$ cat config.mk
export PLATFORM = sky130hd
export DESIGN_NAME = bilbo_bist_register_flat
export DESIGN_NICKNAME = d
export VERILOG_FILES = /design/src/rtl/bilbo_bist_register_pkg.sv /design/src/rtl/bilbo_bist_register_if.sv /design/src/rtl/bilbo_bist_register_lfsr_core.sv /design/src/rtl/bilbo_bist_register.sv /design/src/flat_wrapper.sv
export SDC_FILE = /design/constraint.sdc
export NUM_CORES = 1
export LEC_CHECK = 0
export ABC_CLOCK_PERIOD_IN_PS = 2100
export BUFFER_PORTS_ARGS = -buffer_cell sky130_fd_sc_hd__clkbuf_2
export CORE_ASPECT_RATIO = 1.5
export CORE_MARGIN = 5
export CORE_UTILIZATION = 47
export DETAILED_ROUTE_END_ITERATION = 8
export GPL_TIMING_DRIVEN = 0
export PLACE_DENSITY = 0.84
export SYNTH_ARGS = -nofsm -noshare
export SYNTH_HDL_FRONTEND = slang
export SYNTH_HIERARCHICAL = 1
export SYNTH_SLANG_ARGS = --single-unit
$ cat constraint.sdc
create_clock -name Clk -period 2.1 [get_ports Clk]
set_clock_uncertainty 0.1 [all_clocks]
set_input_delay 0.42 -clock Clk [delete_from_list [all_inputs] [get_ports Clk]]
set_output_delay 0.42 -clock Clk [all_outputs]
set_load 0.03 [all_outputs]
$ cat src/rtl/bilbo_bist_register_pkg.sv
// Shared definitions for the BILBO BIST register: mode encodings and session FSM states.
package bilbo_bist_register_pkg;

  typedef enum logic [1:0] {
    BILBO_SCAN   = 2'b00,
    BILBO_TEST   = 2'b01,
    BILBO_CLEAR  = 2'b10,
    BILBO_NORMAL = 2'b11
  } mode_e;

  typedef enum logic {
    ST_IDLE,
    ST_RUN
  } state_e;

endpackage

$ cat src/rtl/bilbo_bist_register_if.sv
// Mode, scan, data and session signals of one BILBO register, grouped for port connection.
interface bilbo_bist_register_if #(
  parameter int WIDTH = 5,
  parameter int CNT_W = 8
);
  logic             B1;
  logic             B2;
  logic             Prpg;
  logic             Si;
  logic             So;
  logic [WIDTH-1:0] DIn;
  logic [WIDTH-1:0] DOut;
  logic             Start;
  logic [CNT_W-1:0] Cycles;
  logic [WIDTH-1:0] Golden;
  logic             Busy;
  logic             Done;
  logic             Pass;
  logic             Abort;

  modport master (
    output B1, B2, Prpg, Si, DIn, Start, Cycles, Golden,
    input  So, DOut, Busy, Done, Pass, Abort
  );

  modport slave (
    input  B1, B2, Prpg, Si, DIn, Start, Cycles, Golden,
    output So, DOut, Busy, Done, Pass, Abort
  );
endinterface

$ cat src/rtl/bilbo_bist_register_lfsr_core.sv
// BILBO datapath register: mode mux (normal/clear/scan/test) with gated PRPG or MISR step.
module bilbo_bist_register_lfsr_core
  import bilbo_bist_register_pkg::*;
#(
  parameter int               WIDTH = 5,
  parameter logic [WIDTH-1:0] POLY  = 5'b00101,
  parameter logic [WIDTH-1:0] SEED  = 5'b00001
) (
  input  logic             clk_i,
  input  logic             rst_n_i,
  input  mode_e            mode_i,
  input  logic             prpg_i,
  input  logic             step_en_i,
  input  logic             si_i,
  input  logic [WIDTH-1:0] din_i,
  output logic [WIDTH-1:0] q_o,
  output logic [WIDTH-1:0] q_d_o
);

  logic [WIDTH-1:0] q_q;
  logic [WIDTH-1:0] q_d;
  logic [WIDTH-1:0] shifted;
  logic             fb;

  always_comb begin
    fb      = ^(q_q & POLY);
    shifted = {fb, q_q[WIDTH-1:1]};
    q_d     = q_q;
    case (mode_i)
      BILBO_NORMAL: q_d = din_i;
      BILBO_CLEAR:  q_d = '0;
      BILBO_SCAN:   q_d = {si_i, q_q[WIDTH-1:1]};
      BILBO_TEST: begin
        // Outside a session the register holds in TEST mode.
        if (step_en_i) begin
          if (prpg_i) q_d = (q_q == '0) ? SEED : shifted;
          else        q_d = shifted ^ din_i;
        end
      end
      default:      q_d = q_q;
    endcase
  end

  always_ff @(posedge clk_i) begin
    if (!rst_n_i) q_q <= '0;
    else          q_q <= q_d;
  end

  assign q_o   = q_q;
  assign q_d_o = q_d;

endmodule

$ cat src/rtl/bilbo_bist_register.sv
// BILBO register with BIST session controller: step counter, signature compare, Done/Abort pulses.
module bilbo_bist_register
  import bilbo_bist_register_pkg::*;
#(
  parameter int               WIDTH = 5,
  parameter logic [WIDTH-1:0] POLY  = 5'b00101,
  parameter logic [WIDTH-1:0] SEED  = 5'b00001,
  parameter int               CNT_W = 8
) (
  input logic                 Clk,
  input logic                 Rst_n,
  bilbo_bist_register_if.slave bus
);

  mode_e            mode;
  logic             step_en;
  logic [WIDTH-1:0] q;
  logic [WIDTH-1:0] q_d;

  state_e           state_q;
  logic [CNT_W-1:0] cnt_q;
  logic             busy_q;
  logic             done_q;
  logic             pass_q;
  logic             abort_q;

  assign mode    = mode_e'({bus.B1, bus.B2});
  assign step_en = (state_q == ST_RUN) && (mode == BILBO_TEST);

  bilbo_bist_register_lfsr_core #(
    .WIDTH (WIDTH),
    .POLY  (POLY),
    .SEED  (SEED)
  ) u_core (
    .clk_i     (Clk),
    .rst_n_i   (Rst_n),
    .mode_i    (mode),
    .prpg_i    (bus.Prpg),
    .step_en_i (step_en),
    .si_i      (bus.Si),
    .din_i     (bus.DIn),
    .q_o       (q),
    .q_d_o     (q_d)
  );

  always_ff @(posedge Clk) begin
    if (!Rst_n) begin
      state_q <= ST_IDLE;
      cnt_q   <= '0;
      busy_q  <= 1'b0;
      done_q  <= 1'b0;
      pass_q  <= 1'b0;
      abort_q <= 1'b0;
    end else begin
      done_q  <= 1'b0;
      abort_q <= 1'b0;
      case (state_q)
        ST_IDLE: begin
          if (mode == BILBO_TEST && bus.Start) begin
            if (bus.Cycles != '0) begin
              state_q <= ST_RUN;
              busy_q  <= 1'b1;
              cnt_q   <= bus.Cycles;
              pass_q  <= 1'b0;
            end else begin
              // Zero-length session: compare the held register immediately.
              done_q <= 1'b1;
              pass_q <= (q == bus.Golden);
            end
          end
        end
        ST_RUN: begin
          if (mode == BILBO_TEST) begin
            cnt_q <= cnt_q - 1'b1;
            if (cnt_q == {{(CNT_W-1){1'b0}}, 1'b1}) begin
              state_q <= ST_IDLE;
              busy_q  <= 1'b0;
              done_q  <= 1'b1;
              pass_q  <= (q_d == bus.Golden);
            end
          end else begin
            state_q <= ST_IDLE;
            cnt_q   <= '0;
            busy_q  <= 1'b0;
            abort_q <= 1'b1;
            pass_q  <= 1'b0;
          end
        end
        default: state_q <= ST_IDLE;
      endcase
    end
  end

  assign bus.So    = q[0];
  assign bus.DOut  = q;
  assign bus.Busy  = busy_q;
  assign bus.Done  = done_q;
  assign bus.Pass  = pass_q;
  assign bus.Abort = abort_q;

endmodule
$ cat src/flat_wrapper.sv
// flat-port wrapper written by rule: the top's interface ports become plain ports
module bilbo_bist_register_flat import bilbo_bist_register_pkg::*;
#(
  parameter int               WIDTH = 5,
  parameter logic [WIDTH-1:0] POLY  = 5'b00101,
  parameter logic [WIDTH-1:0] SEED  = 5'b00001,
  parameter int               CNT_W = 8
)
  (Clk, Rst_n, bus_B1, bus_B2, bus_Prpg, bus_Si, bus_DIn, bus_Start, bus_Cycles, bus_Golden, bus_So, bus_DOut, bus_Busy, bus_Done, bus_Pass, bus_Abort);
  bilbo_bist_register_if #(.WIDTH(WIDTH), .CNT_W(CNT_W)) bus_i ();
  input logic Clk;
  input logic Rst_n;
  input wire logic [$bits(bus_i.B1)-1:0] bus_B1;
  input wire logic [$bits(bus_i.B2)-1:0] bus_B2;
  input wire logic [$bits(bus_i.Prpg)-1:0] bus_Prpg;
  input wire logic [$bits(bus_i.Si)-1:0] bus_Si;
  input wire logic [$bits(bus_i.DIn)-1:0] bus_DIn;
  input wire logic [$bits(bus_i.Start)-1:0] bus_Start;
  input wire logic [$bits(bus_i.Cycles)-1:0] bus_Cycles;
  input wire logic [$bits(bus_i.Golden)-1:0] bus_Golden;
  output wire logic [$bits(bus_i.So)-1:0] bus_So;
  output wire logic [$bits(bus_i.DOut)-1:0] bus_DOut;
  output wire logic [$bits(bus_i.Busy)-1:0] bus_Busy;
  output wire logic [$bits(bus_i.Done)-1:0] bus_Done;
  output wire logic [$bits(bus_i.Pass)-1:0] bus_Pass;
  output wire logic [$bits(bus_i.Abort)-1:0] bus_Abort;
  assign bus_i.B1 = bus_B1;
  assign bus_i.B2 = bus_B2;
  assign bus_i.Prpg = bus_Prpg;
  assign bus_i.Si = bus_Si;
  assign bus_i.DIn = bus_DIn;
  assign bus_i.Start = bus_Start;
  assign bus_i.Cycles = bus_Cycles;
  assign bus_i.Golden = bus_Golden;
  assign bus_So = bus_i.So;
  assign bus_DOut = bus_i.DOut;
  assign bus_Busy = bus_i.Busy;
  assign bus_Done = bus_i.Done;
  assign bus_Pass = bus_i.Pass;
  assign bus_Abort = bus_i.Abort;
  bilbo_bist_register #(.WIDTH(WIDTH), .POLY(POLY), .SEED(SEED), .CNT_W(CNT_W)) u_core (.Clk(Clk), .Rst_n(Rst_n), .bus(bus_i));
endmodule
Word-level counts from Yosys, hierarchy flattened
Cells that the tools add are included.
- reduce and logical (&&, ||, !) cells: 10
- bitwise operators: 2
- muxes and demuxes: 29
- add/subtract/negate cells: 1
- equal/unequal tests: 9
- operators by type and width (kind ; number):
    $mux W8 ; 3
    $pmux W5 S4 ; 1
    $mux W1 ; 17
    $pmux W8 S2 ; 1
    $mux W5 ; 3
    $eq A5 B5 Y1 ; 2
    $eq A8 B1 Y1 const B ; 1
    $pmux W1 S2 ; 4
    $reduce_bool A8 Y1 ; 1
    $sub A8 B1 Y8 const B ; 1
    $reduce_and A2 Y1 ; 3
    $logic_not A5 Y1 ; 1
    $reduce_xor A5 Y1 ; 1
    $xor A5 B5 Y5 ; 1
    $eq A2 B2 Y1 const B ; 2
    $ne A2 B1 Y1 const B ; 2
    $ne A3 B3 Y1 const B ; 1
    $reduce_and A3 Y1 ; 1
    $eq A2 B1 Y1 const B ; 1
    $logic_and A1 B1 Y1 ; 2
    $logic_not A2 Y1 ; 1
    $not A1 Y1 ; 1
- logic and storage cells: 58
- flip-flop bits (word level): 18
- output and inout bits: 10

Logic depth before layout (Yosys ltp)
Gate-level depths: netlist of run 1.
- depth in word-level cells: 9
- depth in mapped cells: 11
- depth with buffers taken out: 9

By module
Netlist of run 1, hierarchy kept.
- by module, submodules not included (module ; cells an instance ; area an instance (um^2) ; instances):
    bilbo_bist_register ; 106 ; 903.4 ; 1
    bilbo_bist_register_lfsr_core ; 53 ; 411.6 ; 1

Worst setup path after synthesis of run 1
No wires, ideal clock.
- path kind: input port to flip-flop
- from: input bus_B1
- to: register u_core.pass_q, in the netlist u_core/bus.Pass
- arrival: 2038 ps
- slack: -159 ps
- required time: 1878 ps
- buffers on the path: 1
- cell stages on the path: 9
- library setup time: 122 ps
- path through: nand3b_1 > inv_2 > buf_2 > nand2_1 > o221a_2 > a221o_2 > xor2_1 > nor3_1 > o311a_1
- word-level cells in the longest chain between the ends: 8
- ends and longest elaborated chain (what ; line ; text):
    start: declaration ; flat_wrapper.sv:13 ; input wire logic [$bits(bus_i.B1)-1:0] bus_B1;
    $eq A2 B1 Y1 ; bilbo_bist_register.sv:28 ; assign step_en = (state_q == ST_RUN) && (mode == BILBO_TEST);
    $logic_and A1 B1 Y1 ; bilbo_bist_register.sv:28 ;
    named net u_core.step_en ; bilbo_bist_register.sv:16 ; logic step_en;
    $mux W5 ; bilbo_bist_register_lfsr_core.sv:35 ; if (step_en_i) begin
    $pmux W5 S4 ; bilbo_bist_register_lfsr_core.sv:29 ; case (mode_i)
    named net u_core.q_d[0] ; bilbo_bist_register.sv:18 ; logic [WIDTH-1:0] q_d;
    $eq A5 B5 Y1 ; bilbo_bist_register.sv:79 ; pass_q <= (q_d == bus.Golden);
    $mux W1 ; bilbo_bist_register.sv:75 ; if (cnt_q == {{(CNT_W-1){1'b0}}, 1'b1}) begin
    $mux W1 ; bilbo_bist_register.sv:73 ; if (mode == BILBO_TEST) begin
    $pmux W1 S2 ; bilbo_bist_register.sv:57 ; case (state_q)
    end signal: assignment ; bilbo_bist_register.sv:68 ; pass_q <= (q == bus.Golden);
    end signal: assignment ; bilbo_bist_register.sv:79 ;
    end: declaration ; bilbo_bist_register.sv:24 ; logic pass_q;
The timed path passes the listed nets, and every way through them passes these cells. The select of a mux whose other input is x is not followed.
A chain may end at the register's enable or synchronous reset.

Worst setup path in the final report of run 1
- from: register u_core.state_q
- to: register u_core.pass_q, in the netlist u_core/bus.Pass
- word-level cells in the longest chain between the ends: 7
- ends and longest elaborated chain (what ; line ; text):
    start: declaration ; bilbo_bist_register.sv:20 ; state_e state_q;
    start signal: assignment ; bilbo_bist_register.sv:48 ; state_q <= ST_IDLE;
    start signal: assignment ; bilbo_bist_register.sv:61 ; state_q <= ST_RUN;
    start signal: assignment ; bilbo_bist_register.sv:76 ; state_q <= ST_IDLE;
    $logic_and A1 B1 Y1 ; bilbo_bist_register.sv:28 ;
    named net u_core.step_en ; bilbo_bist_register.sv:16 ;
    $mux W5 ; bilbo_bist_register_lfsr_core.sv:35 ;
    $pmux W5 S4 ; bilbo_bist_register_lfsr_core.sv:29 ;
    named net u_core.q_d[2] ; bilbo_bist_register.sv:18 ;
    $eq A5 B5 Y1 ; bilbo_bist_register.sv:79 ;
    $mux W1 ; bilbo_bist_register.sv:75 ;
    $mux W1 ; bilbo_bist_register.sv:73 ;
    $pmux W1 S2 ; bilbo_bist_register.sv:57 ;
The timed path passes the listed nets, and every way through them passes these cells. The select of a mux whose other input is x is not followed.

==> metrics.yaml, run 1 <==
result_of_the_run: "finished with violations"
violations_in_the_final_reports: "setup timing"
overflow: 0
drive_above_1_share_pct: 30.8
ant_nets: 0
critical_path_arrival_ps: 2210
netlist_area_sq_mm: 0.00132
wire_length_reported_by_the_detailed_router_microns: 3620
ys_ff_latch: 18
met3_layer_wire_length_in_the_routed_design_microns: 267
grt_pass1_wl_microns: 5820
floorplan.die.width_microns: 53.2
maxSlewViolCount: 0
detailed_place_hpwl_microns: 2720
core-area_sq_mm: 0.00268
crit_fanout: 7
wl_per_cell_microns: 15.2
crit_path_start_kind: "flip-flop"
gate_count_of_the_mapped_netlist: 159
layout_setup_ws_ps: -50.5
period_share_pct: 102
synth_top_flop_cell: "sky130_fd_sc_hd__dfxtp_1"
initial_core_util_pct: 49.1
n_fill_cell: 248
wire_length_on_met1_microns: 1360
io_pins: 35
dr.max_layer_used: "met4"
clock_tree_root_driver_cell: "sky130_fd_sc_hd__clkbuf_8"
num_antenna_cells: 0
routed-via-count: 1353
number_of_buffers_on_the_longest_clock_path: 2
clk_pin_slew_worst_paths_ps: 70
syn_nets: 186
place.gp.congestion: 0.865
cp_data_required_time_ps: 2160
number_of_clock_sinks: 18
max-slew-margin-rel_pct: 73.1
hold_viol_final: 0
globalRouteTotalUtil_pct: 19.4
max_clock_freq_mhz: 465
ir_drop_mv: 0.319
timing.setup.tns_ps: -50.5
met2_wirelength_microns: 1920
pwr_density_cell_mw_per_mm2: 524
detail_route.vias_per_cell: 5.68
floorplan.rows: 23
dr.pass1.iters: 4
fp.dieH_microns: 74.8
detailedRoute.firstIterationViolations: 27
min_path_type: "input pin to flip-flop"
tritoncts: "yes"
ys_async_sr_fraction_pct: 0
worst_slew_pin_slew_ps: 402
drc_errors: 0
yosysUniqueCellTypes: 58
design.die.area_sq_mm: 0.00398
layout_min_cycle_time_ps: 2150
nNetsFinal: 229
grt_setup_unrepaired: "true"
holdWs_ps: 318
timing.max_cap.violations: 0
vias_in_the_first_global_route: 1358
report.final.setup_viol: 1
holdBufCountCts: 0
antenna_found_initial: 0
cts-buffers-inserted: 3
synthToLayoutAreaGrowth_pct: 27.4
insertion_delay_ps: 260
power.leakage_uw: 0.000755
synthesis.yosys.warnings: 6
setup.worst_path.class: "flip-flop to flip-flop"
synth_sequential_area_ratio_pct: 27.4
crit_path_end_kind: "flip-flop"
port_buffers: 34
cts-htree-levels: 1
synth_edf_count: 0
grt_start_max_net_pins: 13
avgSynthCellArea_sq_um: 8.27
==> kinds of logic (layout without fill, tap and decap cells) <==
logic type	Yosys count	in the layout	share of synthesized area, %
AND/OR/NAND/NOR	61	61	28.0
AO/OA/AOI/OAI	45	45	25.5
flip-flops	18	18	27.4
XOR/XNOR	16	16	10.7
buffers and inverters	16	58	5.80
adder cells (fa/ha/maj)	2	2	1.90
multiplexers	1	1	0.761
==> where the power goes <==
part,internal [uW],switching [uW]
clock,167,121
combinational,97.7,113
sequential,358,21.8
==> path summary, 6_finish.rpt <==
kind | startpoint | end | slack [ps] | cells after the start
hold reg to reg | u_core/cnt_q[0]$_SDFFE_PN0P_ | u_core/cnt_q[0]$_SDFFE_PN0P_ | 420 | 2
hold / removal | bus_B1 | u_core/bus.Abort$_SDFF_PN0_ | 320 | 3
setup reg to reg | u_core/state_q$_SDFF_PN0_ | u_core/bus.Pass$_SDFFE_PN0P_ | -50 | 11
setup / recovery | u_core/state_q$_SDFF_PN0_ | u_core/bus.Pass$_SDFFE_PN0P_ | -50 | 11
==> critical path, cell delays in order, from the launching register on <==
cell	delay, ps
sky130_fd_sc_hd__dfxtp_2	350
sky130_fd_sc_hd__nand3b_1	110
sky130_fd_sc_hd__inv_2	90
sky130_fd_sc_hd__buf_6	130
sky130_fd_sc_hd__buf_6	110
sky130_fd_sc_hd__nor3b_2	40
sky130_fd_sc_hd__o21ai_0	230
sky130_fd_sc_hd__o211ai_1	200
sky130_fd_sc_hd__xnor2_1	170
sky130_fd_sc_hd__nand4_1	140
sky130_fd_sc_hd__nor3_2	60
sky130_fd_sc_hd__o311a_1	310
==> per-stage QoR <==
| stage | std cells | setup slack (ps) | total power, uW | utilization (%) | cell area [sq um] |
|---|---|---|---|---|---|
| after floorplan | 159 | -93.8 | 517 | - | 1320 |
| after global placement | 230 | -380 | 581 | 57.5 | 1540 |
| after detailed placement | 230 | -422 | 585 | 57.5 | 1540 |
| after CTS | 237 | 0.0528 | 877 | 60.6 | 1620 |
| after global routing | 238 | -115 | 918 | 62.6 | 1680 |
| final | 238 | -50.5 | 879 | 62.6 | 1680 |
==> area by class of cell <==
| type | count | area [sq um] | share of cell area (%) |
|---|---|---|---|
| tap | 37 | 46.3 | 2.76 |
| multi-input combinational | 125 | 915 | 54.6 |
| inverter | 10 | 38.8 | 2.32 |
| sequential | 18 | 362 | 21.6 |
| buffer | 5 | 38.8 | 2.32 |
| timing repair buffer | 39 | 220 | 13.1 |
| clock buffer | 4 | 55.1 | 3.29 |
==> cell usage after synthesis, types with 2 or more instances <==
cell | n | share of area, %
sky130_fd_sc_hd__nand2_1 | 9 | 2.6
sky130_fd_sc_hd__ha_1 | 2 | 1.9
sky130_fd_sc_hd__o211ai_1 | 3 | 1.7
sky130_fd_sc_hd__nor3_1 | 2 | 0.76
sky130_fd_sc_hd__o221a_1 | 2 | 1.7
sky130_fd_sc_hd__and3_1 | 2 | 0.95
sky130_fd_sc_hd__nand2b_1 | 2 | 0.95
sky130_fd_sc_hd__a21boi_1 | 2 | 1.1
sky130_fd_sc_hd__nand3_1 | 2 | 0.76
sky130_fd_sc_hd__xor2_1 | 7 | 4.7
sky130_fd_sc_hd__nor2_1 | 9 | 2.6
sky130_fd_sc_hd__or3_1 | 2 | 0.95
sky130_fd_sc_hd__nor3b_1 | 3 | 1.7
sky130_fd_sc_hd__or4_4 | 2 | 1.7
sky130_fd_sc_hd__o21ai_0 | 5 | 1.9
sky130_fd_sc_hd__nand3b_1 | 2 | 1.1
sky130_fd_sc_hd__o21a_1 | 4 | 2.3
sky130_fd_sc_hd__and2_1 | 6 | 2.9
sky130_fd_sc_hd__dfxtp_1 | 18 | 27
sky130_fd_sc_hd__nor2b_1 | 8 | 3.8
sky130_fd_sc_hd__a21oi_1 | 7 | 2.7
sky130_fd_sc_hd__and2_0 | 2 | 0.95
sky130_fd_sc_hd__a22oi_1 | 2 | 1.1
sky130_fd_sc_hd__a21o_1 | 3 | 1.7
sky130_fd_sc_hd__inv_1 | 8 | 2.3
sky130_fd_sc_hd__nor4_1 | 2 | 0.95
sky130_fd_sc_hd__xnor2_1 | 9 | 6.0
sky130_fd_sc_hd__buf_2 | 3 | 1.1
sky130_fd_sc_hd__o2111ai_1 | 2 | 1.3
==> cells in the final DEF, fill, tap and decap left out, types with 2 or more instances in the layout <==
cell / synthesis / layout
sky130_fd_sc_hd__a21boi_1: 2 / 2
sky130_fd_sc_hd__a21o_1: 3 / 3
sky130_fd_sc_hd__a21oi_1: 7 / 7
sky130_fd_sc_hd__a22oi_1: 2 / 2
sky130_fd_sc_hd__and2_0: 2 / 2
sky130_fd_sc_hd__and2_1: 6 / 6
sky130_fd_sc_hd__and3_1: 2 / 2
sky130_fd_sc_hd__buf_4: 1 / 6
sky130_fd_sc_hd__buf_6: 1 / 4
sky130_fd_sc_hd__clkbuf_2: 0 / 32
sky130_fd_sc_hd__clkbuf_8: 0 / 4
sky130_fd_sc_hd__dfxtp_1: 18 / 17
sky130_fd_sc_hd__ha_1: 2 / 2
sky130_fd_sc_hd__inv_1: 8 / 8
sky130_fd_sc_hd__nand2_1: 9 / 8
sky130_fd_sc_hd__nand2b_1: 2 / 2
sky130_fd_sc_hd__nand3_1: 2 / 2
sky130_fd_sc_hd__nand3b_1: 2 / 2
sky130_fd_sc_hd__nor2_1: 9 / 9
sky130_fd_sc_hd__nor2b_1: 8 / 7
sky130_fd_sc_hd__nor3b_2: 0 / 2
sky130_fd_sc_hd__nor4_1: 2 / 2
sky130_fd_sc_hd__o2111ai_1: 2 / 2
sky130_fd_sc_hd__o211ai_1: 3 / 3
sky130_fd_sc_hd__o21a_1: 4 / 4
sky130_fd_sc_hd__o21ai_0: 5 / 4
sky130_fd_sc_hd__o21ai_1: 1 / 2
sky130_fd_sc_hd__o221a_1: 2 / 2
sky130_fd_sc_hd__or3_1: 2 / 2
sky130_fd_sc_hd__or4_4: 2 / 2
sky130_fd_sc_hd__xnor2_1: 9 / 9
sky130_fd_sc_hd__xor2_1: 7 / 6
==> registers in the layout, summed over array words and instances (netlist names) <==
name	flops
u_core/bus.Pass	1
u_core/bus.Abort	1
u_core/bus.Busy	1
u_core/cnt_q	8
u_core/u_core/q_o	5
u_core/state_q	1
u_core/bus.Done	1
==> routing by layer <==
layer,track usage [%],up-vias
li1,-,661
met1,20.7,621
met2,36.0,62
met3,3.17,9
met4,9.38,0
met5,0,-
==> what timing repair did <==
action / 4_1_cts / 5_1_grt
pin swaps: 1 / 12
setup buffers: 3 / 2
resized for setup: 2 / 16
setup endpoints to repair: 1 / 1
Power figures use the tool's default switching activity.
==> run 2, diff against run 1 <==
--- a/config.mk
+++ b/config.mk
@@ -5,14 +5,15 @@
 export SDC_FILE = /design/constraint.sdc
 export NUM_CORES = 1
 export LEC_CHECK = 0
-export ABC_CLOCK_PERIOD_IN_PS = 2100
+export ABC_CLOCK_PERIOD_IN_PS = 2500
 export BUFFER_PORTS_ARGS = -buffer_cell sky130_fd_sc_hd__clkbuf_2
 export CORE_ASPECT_RATIO = 1.5
 export CORE_MARGIN = 5
-export CORE_UTILIZATION = 47
+export CORE_UTILIZATION = 48
 export DETAILED_ROUTE_END_ITERATION = 8
 export GPL_TIMING_DRIVEN = 0
-export PLACE_DENSITY = 0.84
+export PLACE_DENSITY = 0.83
+export REMOVE_ABC_BUFFERS = 1
 export SYNTH_ARGS = -nofsm -noshare
 export SYNTH_HDL_FRONTEND = slang
 export SYNTH_HIERARCHICAL = 1
==> constraint.sdc (replaced) <==
create_clock -name Clk -period 2.5 [get_ports Clk]
set_clock_uncertainty 0.1 [all_clocks]
set_input_delay 0.5 -clock Clk [delete_from_list [all_inputs] [get_ports Clk]]
set_output_delay 0.5 -clock Clk [all_outputs]
set_load 0.03 [all_outputs]
==> run 2 against run 1 <==
Sequential share of layout area grew 1.6 points. Clock-buffer cell count is the same. Power shrank 18%. Critical endpoint unchanged. Sequential cell count is the same. Register-to-register slack gained 350 ps. Routed wire length shrank 7.0%. The run now ends clean. Clock power shrank 17%. First-iteration DRC count grew 67%.
==> metrics.yaml, run 2 (synthesis gave the netlist of run 1 again) <==
result_of_the_run: "completed"
detailedRoute.firstIterationViolations: 45  # +67%
use_met3_pct: 2.40  # -0.76 points
top_library_cells_by_usage_in_the_layout_fill_and_taps_aside: "34 x sky130_fd_sc_hd__clkbuf_2, 17 x sky130_fd_sc_hd__dfxtp_1, 9 x sky130_fd_sc_hd__nor2_1, 9 x sky130_fd_sc_hd__nand2_1, 9 x sky130_fd_sc_hd__xnor2_1"
routed-via-count: 1325  # -2.1%
globalRouteTotalUtil_pct: 18.7  # -0.72 points
detailed_place_hpwl_microns: 2530  # -7.0%
clock_tree_root_driver_cell: "sky130_fd_sc_hd__clkbuf_8"
crit_fanout: 15  # +8
dp_worst_setup_slack_ps: -168  # +254 ps
max_flop_register: "u_core/cnt_q"
num_antenna_cells: 0  # unchanged
detail_route.vias_per_cell: 5.79  # +1.8%
dr.pass1.iters: 4  # unchanged
setup.worst_path.class: "input pin to flip-flop"
total_power_uw: 723  # -18%
grt_pass1_wl_microns: 5580  # -4.0%
fp.dieH_microns: 74.1  # -0.90%
place.gp.congestion: 0.897  # +3.8%
cts-htree-levels: 1  # unchanged
period_share_pct: 92.4
timing.setup.tns_ps: 0  # +50.5 ps
ant_nets: 0  # unchanged
ir_drop_mv: 0.197  # -38%
max-slew-margin-rel_pct: 61.7  # -11 points
layout_setup_ws_ps: 190  # +241 ps
drive_above_1_share_pct: 25.0  # -5.8 points
timing.max_cap.violations: 0  # unchanged
maxSlewViolCount: 0  # unchanged
number_of_flip_flops_under_the_largest_register_name: 8  # unchanged
io_pins: 35  # unchanged
worst_slew_pin_slew_ps: 574  # +172 ps
initial_core_util_pct: 49.7  # +0.53 points
drc_errors: 0  # unchanged
port_buffers: 34  # unchanged
crit_path_end_kind: "flip-flop"
insertion_delay_ps: 260  # about the same
power.leakage_uw: 0.000687  # -9.0%
design.die.area_sq_mm: 0.00391  # -1.8%
met2_usage_pct: 32.9  # -3.2 points
hold_viol_final: 0  # unchanged
vias_in_the_first_global_route: 1270  # -6.5%
layout_min_cycle_time_ps: 2310
grt_setup_unrepaired: "false"
critical_path_arrival_ps: 2360  # +150 ps
synthToLayoutAreaGrowth_pct: 18.6
min_path_type: "flip-flop to flip-flop"
holdBufCountCts: 0  # unchanged
final_design_area_excluding_fillers_sq_mm: 0.00156  # -6.9%
utilization_pct: 58.9  # -3.7 points
tritoncts: "yes"
grt.met1_usage_pct: 21.7  # +1.0 points
crit_path_start_kind: "input pin"
wl_per_cell_microns: 14.7  # -3.3%
wire_length_reported_by_the_detailed_router_microns: 3360  # -7.0%
grt.busiest_layer: "met2"
max_clock_freq_mhz: 433
timing.reg2reg.setup_slack_ps: 300  # +350 ps
overflow: 0  # unchanged
floorplan.die.width_microns: 52.7  # -0.86%
floorplan.rows: 23  # unchanged
cts-buffers-inserted: 3  # unchanged
number_of_clock_sinks: 18  # unchanged
postPlaceCellArea_sq_mm: 0.00149  # -2.8%
core-area_sq_mm: 0.00265  # -1.1%
nNetsFinal: 220  # -3.9%
clk_pin_slew_worst_paths_ps: 70  # about the same
report.final.setup_viol: 0  # -1
grt_start_max_net_pins: 17  # +4
pwr_density_cell_mw_per_mm2: 464  # -12%
number_of_buffers_on_the_longest_clock_path: 2  # unchanged
cp_data_required_time_ps: 2550  # +390 ps
antenna_found_initial: 0  # unchanged
layout_commonest_cell: "sky130_fd_sc_hd__clkbuf_2"
[run 2: cell count changes in the layout (fill, tap and decap cells not counted), sizes merged]
cell / before / now
buf: 11 / 1
clkbuf: 37 / 38
[run 2: path summary, 6_finish.rpt]
check                                             startpoint                           end  cells after the start
worst min register to register  u_core/cnt_q[0]$_SDFFE_PN0P_  u_core/cnt_q[0]$_SDFFE_PN0P_                      2
worst max-delay path                                  bus_B1  u_core/bus.Pass$_SDFFE_PN0P_                      9
worst min-delay path            u_core/cnt_q[0]$_SDFFE_PN0P_  u_core/cnt_q[0]$_SDFFE_PN0P_                      2
worst max register to register     u_core/state_q$_SDFF_PN0_  u_core/bus.Pass$_SDFFE_PN0P_                      8
[run 2: through the flow]
step / std cells / hold slack [ps]
final: 229 / 418
after global routing: 229 / 456
after CTS: 228 / 416
after detailed placement: 224 / 403
after global placement: 224 / 401
after floorplan: 153 / 360
[run 2: layer usage]
metal	vias to the layer above	wire length [microns]
li1	646	-
met1	599	1340
met2	67	1660
met3	13	255
met4	0	105
met5	-	0
[run 2: power breakdown]
group | switching [uW] | internal, uW
combinational | 90.6 | 74.5
clock | 97.7 | 140
sequential | 19.7 | 301
total | 208 | 515
[run 2: area by class of cell]
cell class | instances | area (sq um)
fill | 252 | 1090
multi-input combinational | 125 | 878
sequential | 18 | 362
timing repair buffer | 35 | 178
clock buffer | 4 | 55.1
tap | 37 | 46.3
inverter | 10 | 41.3
[run 2: repair_timing]
| action | in CTS | in global routing |
|---|---|---|
| endpoints found under the hold margin | 0 | 0 |
| endpoints found under the setup margin | 0 | 1 |
| setup buffers | 0 | 1 |
| resized for setup | 0 | 2 |
[run 2: critical path, stage by stage]
cell and delay, ps:
sky130_fd_sc_hd__clkbuf_2 200, sky130_fd_sc_hd__nand3b_1 290, sky130_fd_sc_hd__inv_4 170, sky130_fd_sc_hd__nand2_1 70
sky130_fd_sc_hd__o221a_2 230, sky130_fd_sc_hd__a221o_2 370, sky130_fd_sc_hd__xor2_1 130, sky130_fd_sc_hd__nor3_1 70
sky130_fd_sc_hd__o311a_1 320
==> run 3, diff against run 2 <==
--- a/config.mk
+++ b/config.mk
@@ -7,12 +7,14 @@
 export LEC_CHECK = 0
 export ABC_CLOCK_PERIOD_IN_PS = 2500
 export BUFFER_PORTS_ARGS = -buffer_cell sky130_fd_sc_hd__clkbuf_2
+export CAP_MARGIN = 0
 export CORE_ASPECT_RATIO = 1.5
 export CORE_MARGIN = 5
 export CORE_UTILIZATION = 48
+export CTS_CLUSTER_DIAMETER = 100
 export DETAILED_ROUTE_END_ITERATION = 8
 export GPL_TIMING_DRIVEN = 0
-export PLACE_DENSITY = 0.83
+export PLACE_DENSITY = 0.71
 export REMOVE_ABC_BUFFERS = 1
 export SYNTH_ARGS = -nofsm -noshare
 export SYNTH_HDL_FRONTEND = slang
==> run 3 against run 2 <==
Non-clock buffer count is 1 higher. Hold slack better by 1.4 ps. Highest routed layer unchanged. Utilization rose by 0.28 points. Critical path type unchanged. Clock power increased by 2%. Power rose by 0.33%. Setup slack better by 1.5 ps. Fmax about the same. Sequential power hardly changed. Routed wire length up 0.68%. Combinational power is essentially flat.
==> metrics.yaml, run 3 (synthesis gave the netlist of run 1 again) <==
result_of_the_run: "completed"
power_internal_uw: 515  # about the same
grt_setup_unrepaired: "false"
max_flop_register: "u_core/cnt_q"
nNetsFinal: 221  # +0.45%
io_pins: 35  # unchanged
cts-buffers-inserted: 3  # unchanged
hold_viol_final: 0  # unchanged
setup.worst_path.class: "input pin to flip-flop"
overflow: 0  # unchanged
postPlaceCellArea_sq_mm: 0.00149  # unchanged
crit_fanout: 15  # unchanged
synthToLayoutAreaGrowth_pct: 19.2
routed-via-count: 1321  # -0.30%
report.final.setup_viol: 0  # unchanged
timing.reg2reg.setup_slack_ps: 280  # -20 ps
power.leakage_uw: 0.000691  # +0.61%
clkPwrFrac_pct: 33.5  # +0.6 points
max-slew-margin-rel_pct: 60.8  # -0.96 points
detail_route.vias_per_cell: 5.74  # -0.74%
vias_in_the_first_global_route: 1359  # +7.0%
power_switching_share_pct: 29.0  # +0.22 points
ant_nets: 0  # unchanged
number_of_clock_sinks: 18  # unchanged
min_path_type: "flip-flop to flip-flop"
detailed_place_hpwl_microns: 2680  # +5.7%
holdCritStartpoint: "u_core/cnt_q[0]$_SDFFE_PN0P_"
initial_core_util_pct: 49.7  # unchanged
pwr_density_cell_mw_per_mm2: 463  # -0.15%
crit-reg2reg-capture: "u_core/bus.Pass$_SDFFE_PN0P_"
maxSlewViolCount: 0  # unchanged
globalRouteTotalUtil_pct: 19.4  # +0.69 points
layout_min_cycle_time_ps: 2310  # -1.54 ps
wire_length_reported_by_the_detailed_router_microns: 3390  # +0.68%
tritoncts: "yes"
worst_slew_pin_slew_ps: 589  # +14.4 ps
cts-htree-levels: 1  # unchanged
worst_r2r_path_depth: 8  # unchanged
grt_pass1_wl_microns: 5760  # +3.2%
core-area_sq_mm: 0.00265  # unchanged
reg2reg_from: "u_core/state_q$_SDFF_PN0_"
total_power_uw: 726  # +0.33%
layout_commonest_cell: "sky130_fd_sc_hd__clkbuf_2"
ir_drop_mv: 0.297  # +51%
antenna_found_initial: 0  # unchanged
number_of_buffers_on_the_longest_clock_path: 2  # unchanged
fp.dieH_microns: 74.1  # unchanged
place.gp.congestion: 0.933  # +4.0%
max_clock_freq_mhz: 433  # about the same
design.die.area_sq_mm: 0.00391  # unchanged
wl_per_cell_microns: 14.7  # +0.25%
number_of_flip_flops_under_the_largest_register_name: 8  # unchanged
critical_path_arrival_ps: 2360  # about the same
port_buffers: 34  # unchanged
timing.max_cap.violations: 0  # unchanged
final_design_area_excluding_fillers_sq_mm: 0.00157  # +0.48%
period_share_pct: 92.3  # about the same
floorplan.rows: 23  # unchanged
utilization_pct: 59.2  # +0.28 points
num_antenna_cells: 0  # unchanged
drc_errors: 0  # unchanged
top_library_cells_by_usage_in_the_layout_fill_and_taps_aside: "34 x sky130_fd_sc_hd__clkbuf_2, 17 x sky130_fd_sc_hd__dfxtp_1, 9 x sky130_fd_sc_hd__nor2_1, 9 x sky130_fd_sc_hd__nand2_1, 9 x sky130_fd_sc_hd__xnor2_1"
insertion_delay_ps: 260  # about the same
clk_pin_slew_worst_paths_ps: 70  # about the same
crit_start: "bus_B1"
crit_path_start_kind: "input pin"
clock_tree_root_driver_cell: "sky130_fd_sc_hd__clkbuf_8"
multiInputGateArea_sq_um: 878  # unchanged
comb_power_share_pct: 22.4  # -0.4 points
crit_path_end_kind: "flip-flop"
ff_latch_area_sq_um: 362  # unchanged
n_fill_cell: 275  # +9.1%
dr.pass1.iters: 4  # unchanged
power.share.sequential_pct: 44.1  # -0.2 points
cp_data_required_time_ps: 2550  # about the same
total_switching_power_uw: 210  # +1.1%
grt_start_max_net_pins: 17  # unchanged
critPathCapture: "u_core/bus.Pass$_SDFFE_PN0P_"
holdWs_ps: 419  # +1.41 ps
drive_above_1_share_pct: 25.4  # +0.39 points
detailedRoute.firstIterationViolations: 43  # -4.4%
floorplan.die.width_microns: 52.7  # unchanged
## run 3: power by group through the flow
stage	logic (uW)	registers, uW	clock network (uW)
2_1_floorplan	94.0	334	0
3_3_place_gp	158	325	0
3_5_place_dp	162	326	0
4_1_cts	162	319	252
5_1_grt	180	322	260
6_report	162	320	243
## run 3: worst min-delay path by stage
stage,end,slack [ps],cells after the start
floorplan,u_core/cnt_q[7]$_SDFFE_PN0P_,360,1
global placement,u_core/cnt_q[0]$_SDFFE_PN0P_,400,2
detailed placement,u_core/cnt_q[7]$_SDFFE_PN0P_,400,1
CTS,u_core/cnt_q[7]$_SDFFE_PN0P_,420,1
global route,u_core/cnt_q[7]$_SDFFE_PN0P_,450,1
finish,u_core/cnt_q[0]$_SDFFE_PN0P_,420,2
## run 3: layer usage
metal | track usage [%] | wire length [microns]
met2 | 36.0 | 1790
met1 | 20.3 | 1290
met4 | 11.9 | 121
met3 | 1.60 | 180
met5 | 0 | 0
## run 3: cell type report
type                    count  share of cell area, %
clock buffers               4                   3.51
flip-flops and latches     18                   23.1
inverters                  10                   2.63
repair buffers             36                   11.8
well taps                  37                   2.95
multi-input cells         125                   56.0
## run 3: timing repair
item                                    CTS  global route
resized for setup                         0             2
endpoints found under the setup margin    0             1
setup buffers                             0             2
endpoints found under the hold margin     0             0
hold buffers                              0             0
## run 3: through the flow
stage | cells | worst slack, ps | setup TNS [ps]
after detailed placement | 224 | -164 | -164
after CTS | 228 | 51.8 | 0
after global placement | 224 | -155 | -155
final | 230 | 192 | 0
after floorplan | 153 | 249 | 0
after global routing | 230 | 12.9 | 0
## run 3: critical path, cell delays in order
cell and delay [ps]:
sky130_fd_sc_hd__clkbuf_2 200, sky130_fd_sc_hd__nand3b_1 310, sky130_fd_sc_hd__inv_4 180, sky130_fd_sc_hd__nand2_1 70, sky130_fd_sc_hd__o221a_2 230, sky130_fd_sc_hd__a221o_2 360, sky130_fd_sc_hd__xor2_1 130, sky130_fd_sc_hd__nor3_1 70
sky130_fd_sc_hd__o311a_1 310
